`src/rtl/ram_drain_pkg.sv`:
```
// Shared types and default sizing for the RAM drain block.
package ram_drain_pkg;

  localparam int DEF_ADDRWIDTH = 3;
  localparam int DEF_DATAWIDTH = 8;

  typedef enum logic [1:0] {
    ST_IDLE    = 2'd0,
    ST_ISSUE   = 2'd1,
    ST_WAIT    = 2'd2,
    ST_PRESENT = 2'd3
  } state_e;

endpackage

```
`src/rtl/ram_drain_rr_pick.sv`:
```
// Round-robin first-set finder: returns the first set bit of bitmap
// searching ptr, ptr+1, ... and wrapping from DEPTH-1 back to 0.
module rr_pick #(
  parameter int AW    = 3,
  parameter int DEPTH = 2**AW
) (
  input  logic [DEPTH-1:0] bitmap,
  input  logic [AW-1:0]    ptr,
  output logic [AW-1:0]    index,
  output logic             found
);

  logic [AW-1:0] cand;

  // Scan offsets from farthest to nearest so the nearest set bit wins.
  always_comb begin
    index = '0;
    found = 1'b0;
    cand  = '0;
    for (int i = DEPTH-1; i >= 0; i--) begin
      cand = ptr + AW'(i);
      if (bitmap[cand]) begin
        index = cand;
        found = 1'b1;
      end
    end
  end

endmodule

```
`src/rtl/ram_drain.sv`:
```
// Drains valid RAM words one at a time: pick an address round-robin,
// read it, present the word, and clear its valid bit on handshake.
module ram_drain
  import ram_drain_pkg::*;
#(
  parameter int ADDRWIDTH = DEF_ADDRWIDTH,
  parameter int DATAWIDTH = DEF_DATAWIDTH
) (
  input  logic                      CLK,
  input  logic                      RESET,
  input  logic                      EN,
  input  logic [(2**ADDRWIDTH)-1:0] V_IN,
  input  logic [DATAWIDTH-1:0]      RDATA,
  output logic                      RD,
  output logic [ADDRWIDTH-1:0]      ADDR,
  output logic                      CLR,
  output logic [DATAWIDTH-1:0]      DOUT,
  output logic                      DOUT_VALID,
  input  logic                      DOUT_READY,
  output logic [ADDRWIDTH-1:0]      PTR,
  output logic                      BUSY
);

  state_e                 state_q, state_d;
  logic                   rd_q, rd_d;
  logic                   busy_q, busy_d;
  logic                   dout_valid_q, dout_valid_d;
  logic [DATAWIDTH-1:0]   dout_q, dout_d;
  logic [ADDRWIDTH-1:0]   addr_q, addr_d;
  logic [ADDRWIDTH-1:0]   ptr_q, ptr_d;
  logic [ADDRWIDTH-1:0]   pick_idx;
  logic                   pick_found;
  logic                   handshake;

  rr_pick #(
    .AW    (ADDRWIDTH),
    .DEPTH (2**ADDRWIDTH)
  ) u_pick (
    .bitmap (V_IN),
    .ptr    (ptr_q),
    .index  (pick_idx),
    .found  (pick_found)
  );

  // dout_valid_q is only ever set in PRESENT, so this is the PRESENT handshake.
  assign handshake = dout_valid_q & DOUT_READY;

  // Next-state and next-output computation for the drain FSM.
  always_comb begin
    state_d      = state_q;
    addr_d       = addr_q;
    ptr_d        = ptr_q;
    dout_d       = dout_q;
    dout_valid_d = dout_valid_q;
    rd_d         = 1'b0;
    case (state_q)
      ST_IDLE: begin
        if (EN && pick_found) begin
          state_d = ST_ISSUE;
          addr_d  = pick_idx;
          rd_d    = 1'b1;
        end
      end
      ST_ISSUE: begin
        state_d = ST_WAIT;
      end
      ST_WAIT: begin
        // RAM returns data the cycle after the strobe.
        dout_d       = RDATA;
        dout_valid_d = 1'b1;
        state_d      = ST_PRESENT;
      end
      ST_PRESENT: begin
        if (handshake) begin
          dout_valid_d = 1'b0;
          ptr_d        = addr_q + ADDRWIDTH'(1);
          state_d      = ST_IDLE;
        end
      end
      default: begin
        state_d = ST_IDLE;
      end
    endcase
    busy_d = (state_d != ST_IDLE);
  end

  // FSM state and registered outputs; reset discards any in-flight word.
  always_ff @(posedge CLK) begin
    if (!RESET) begin
      state_q      <= ST_IDLE;
      rd_q         <= 1'b0;
      busy_q       <= 1'b0;
      dout_valid_q <= 1'b0;
      dout_q       <= '0;
      addr_q       <= '0;
      ptr_q        <= '0;
    end else begin
      state_q      <= state_d;
      rd_q         <= rd_d;
      busy_q       <= busy_d;
      dout_valid_q <= dout_valid_d;
      dout_q       <= dout_d;
      addr_q       <= addr_d;
      ptr_q        <= ptr_d;
    end
  end

  assign RD         = rd_q;
  assign BUSY       = busy_q;
  assign DOUT_VALID = dout_valid_q;
  assign DOUT       = dout_q;
  assign ADDR       = addr_q;
  assign PTR        = ptr_q;
  // Clear must land in the handshake cycle itself, so it cannot be registered.
  assign CLR        = handshake;

endmodule

```
`config.mk`:
```
export PLATFORM = sky130hd
export DESIGN_NAME = ram_drain
export DESIGN_NICKNAME = d
export VERILOG_FILES = /design/src/rtl/ram_drain_pkg.sv /design/src/rtl/ram_drain_rr_pick.sv /design/src/rtl/ram_drain.sv
export SDC_FILE = /design/constraint.sdc
export NUM_CORES = 1
export LEC_CHECK = 0
export BUFFER_PORTS_ARGS = -buffer_cell sky130_fd_sc_hd__buf_2
export CAP_MARGIN = 0
export CELL_PAD_IN_SITES_DETAIL_PLACEMENT = 2
export CELL_PAD_IN_SITES_GLOBAL_PLACEMENT = 2
export CORE_MARGIN = 10
export CORE_UTILIZATION = 26
export CTS_CLUSTER_SIZE = 20
export DETAILED_ROUTE_END_ITERATION = 7
export MAX_ROUTING_LAYER = met4
export PLACE_DENSITY_LB_ADDON = 0.1
export SLEW_MARGIN = 0
export SYNTH_ARGS = -nofsm -noshare
export SYNTH_HDL_FRONTEND = slang
export SYNTH_HIERARCHICAL = 1
export SYNTH_SLANG_ARGS = --single-unit
```
`constraint.sdc`:
```
create_clock -name CLK -period 2.9 [get_ports CLK]
set_input_delay 0 -clock CLK [delete_from_list [all_inputs] [get_ports CLK]]
set_output_delay 0 -clock CLK [all_outputs]
set_load 0.01 [all_outputs]
```
==> results.sh <==
export IMPL_status="complete, no violations"
export IMPL_worst_slew_pin_slew_ns=0.668
export IMPL_dr_max_layer_used="met4"
export IMPL_firstDrtPassIters=4
export IMPL_layout_setup_ws_ns=0.189
export IMPL_wirelength_um=5230
export IMPL_ys_ff_latch=19
export IMPL_cts_tree="built"
export IMPL_io_buffers=37
export IMPL_drc=0
export IMPL_via_count=1455
export IMPL_peakVddDrop_uv=148
export IMPL_pre_cts_ws_ns=0.205
export IMPL_clock_sinks=19
export IMPL_yosysMostFrequentCell="nand2_1"
export IMPL_ctsRootBufferMaster="clkbuf_8"
export IMPL_clock_latency_ns=0.26
export IMPL_synth_warning_count=6
export IMPL_rrSetupSlack_ns=0.19
export IMPL_htreeDepth=1
export IMPL_cp_slowest_cell="mux4_1"
export IMPL_hold_buffers=5
export IMPL_grt_max_degree=20
export IMPL_io_pins=38
export IMPL_cts_resized=0
export IMPL_grt_setup_unrepaired="no"
export IMPL_post_drt_wl_per_cell_um=18.7
export IMPL_cts_buffers_inserted=3
export IMPL_avgSynthCellArea_um2=9.06
export IMPL_holdWs_ns=0.00364
export IMPL_drv_slew=0
export IMPL_drtAntennaViolNets=0
export IMPL_critical_path_required_ns=3.05
export IMPL_setup_viol=0
export IMPL_cp_end_kind="flop"
export IMPL_dr_wl_met2_um=2860
export IMPL_synth_enable_flop_cells=0
export IMPL_layout_drive_gt1_share_pct=27.4
export IMPL_fin_crit_sh_pct=93.5
export IMPL_synthTopCellsByCount="nand2_1, dfxtp_1, a21oi_1, nor2b_1"
export IMPL_worstPathCellList="buf_4 -> mux4_1 -> nor4_1 -> nand4_1 -> and4bb_2 -> mux2i_1 -> nor2b_1"
export IMPL_wl_met3_um=53
export IMPL_pwr_share_comb_pct=24.0
export IMPL_core_area_um2=5610
export IMPL_initial_core_util_pct=27.1
export IMPL_ys_async_sr_fraction_pct=0
export IMPL_syn_inst=168
export IMPL_dieArea_um2=9310
export IMPL_syn_nets=191
export IMPL_nets=232
export IMPL_yosysUniqueCellTypes=48
export IMPL_clkTransAtPathRegs_ns=0.08
export IMPL_min_period_ns=2.71
export IMPL_yosys_area_top_type="dfxtp_1"
export IMPL_ctsLongestPathBuffers=2
export IMPL_hold_path_class="in2reg"
export IMPL_cp_arrival_ns=2.86
export IMPL_power_density_nw_per_um2=340
export IMPL_dieWidth_um=96.5
export IMPL_yosys_area_top_type_share_pct=25.0
export IMPL_cts_setup_buffers=0
export IMPL_wl_met1_um=2290
export IMPL_max_freq_mhz=369
export IMPL_synthesis_area_um2=1520
export IMPL_p_clk_share_pct=30.4
export IMPL_grt_pass1_wl_um=8460
export IMPL_area_growth_syn_to_layout_pct=22.4
export IMPL_ys_seq_area_share_pct=25.0
export IMPL_crit_type="reg2reg"
export IMPL_p_sw_w=0.000190
export IMPL_switching_share_pct=30.0
export IMPL_cp_max_fo=13
export IMPL_finalHoldViolations=0
export IMPL_place_congestion=0.772
export IMPL_die_h_um=96.5
export IMPL_grt_pass1_vias=1654
export IMPL_p_int_w=0.000444
export IMPL_grtUsageTotal_pct=11.7
export IMPL_antenna_found_initial=0
export IMPL_worst_setup_path_start_kind="flop"
export IMPL_totalNegativeSetupSlack_ns=0
export IMPL_n_antenna_cell=0
export IMPL_synth_ff_type="dfxtp_1"
export IMPL_leakage_nw=0.785
export IMPL_maxCapViolations=0
export IMPL_skew_ns=0.00146
export IMPL_max_stage_delay_ns=0.68
export IMPL_dp_hpwl_um=4190
export IMPL_drt_iter0_markers=34
export IMPL_overflow=0
export IMPL_seqPwrFrac_pct=45.6
export IMPL_relSlewSlack_pct=55.4
export IMPL_synth_top_cells_by_area="dfxtp_1, mux4_1, mux4_2"
export IMPL_placementRows=27
export IMPL_via_per_inst=5.20
==> routing by layer <==
metal / track usage [%] / vias up
met1: 13.2 / 739
met4: 2.54 / 0
li1: - / 698
met5: - / -
met3: 1.39 / 2
met2: 21.6 / 16
==> worst paths after layout <==
check                                to     start  depth (start not counted)
worst max-delay path            ADDR[2]    PTR[0]                          7
worst min-delay path            DOUT[3]  RDATA[3]                          3
worst max register to register  ADDR[2]    PTR[0]                          7
worst min register to register  DOUT[2]   DOUT[2]                          2
==> registers in the layout, indices dropped and copies added (netlist names) <==
register / cells
DOUT: 8
ADDR: 3
state_q: 2
BUSY: 1
DOUT_VALID: 1
RD: 1
PTR: 3
==> power by group through the flow <==
stage | Combinational, W | Clock [W] | Sequential (W)
after floorplan | 0.0000861 | 0 | 0.000299
after global placement | 0.000141 | 0 | 0.000294
after detailed placement | 0.000149 | 0 | 0.000295
after CTS | 0.000155 | 0.000200 | 0.000289
after global routing | 0.000169 | 0.000214 | 0.000292
final | 0.000152 | 0.000193 | 0.000289
==> metrics by stage <==
| stage | instances | cell area (um^2) | total power [W] | util (%) |
|---|---|---|---|---|
| 6_report | 280 | 1860 | 0.000634 | 33.2 |
| 4_1_cts | 280 | 1860 | 0.000644 | 33.2 |
| 3_3_place_gp | 271 | 1770 | 0.000435 | 31.5 |
| 2_1_floorplan | 168 | 1520 | 0.000385 | - |
| 3_5_place_dp | 271 | 1770 | 0.000444 | 31.5 |
| 5_1_grt | 280 | 1860 | 0.000675 | 33.2 |
==> cell usage in the layout (no fill, tap or decap), types with 3 or more instances in the layout <==
cell and count:
nand2_1 28, mux4_2 5, mux4_1 5, a31oi_1 3, a21boi_0 8, nor2_1 8
clkbuf_8 3, buf_2 37, ha_1 3, dlygate4sd3_1 5, o211a_1 3, a21oi_1 9
mux2i_1 8, dfxtp_1 19, buf_4 5, mux2_2 4, inv_1 5, and2_1 5
nor2b_1 9
==> final cells by class <==
type | count | area [um^2]
flip-flops and latches | 19 | 380
well taps | 72 | 90.1
clock buffers | 4 | 45.0
multi-input cells | 133 | 1050
inverters | 5 | 18.8
fillers | 679 | 3750
repair buffers | 47 | 273
==> cell families after synthesis <==
kind of cell             share of synthesized area, %
AO/OA/AOI/OAI                                    18.9
AND/OR/NAND/NOR                                  19.7
buffers and inverters                            5.67
multiplexers                                     26.0
flip-flops                                       25.0
adder cells (fa/ha/maj)                          2.47
XOR/XNOR                                         2.30
==> critical path, delay by kind of cell (launching register included) <==
kind	cells	cell delay [ns]
simple gates	4	1.08
mux	2	0.90
buf+inv	1	0.24
flops	1	0.37
(Power assumes the default switching activity.)
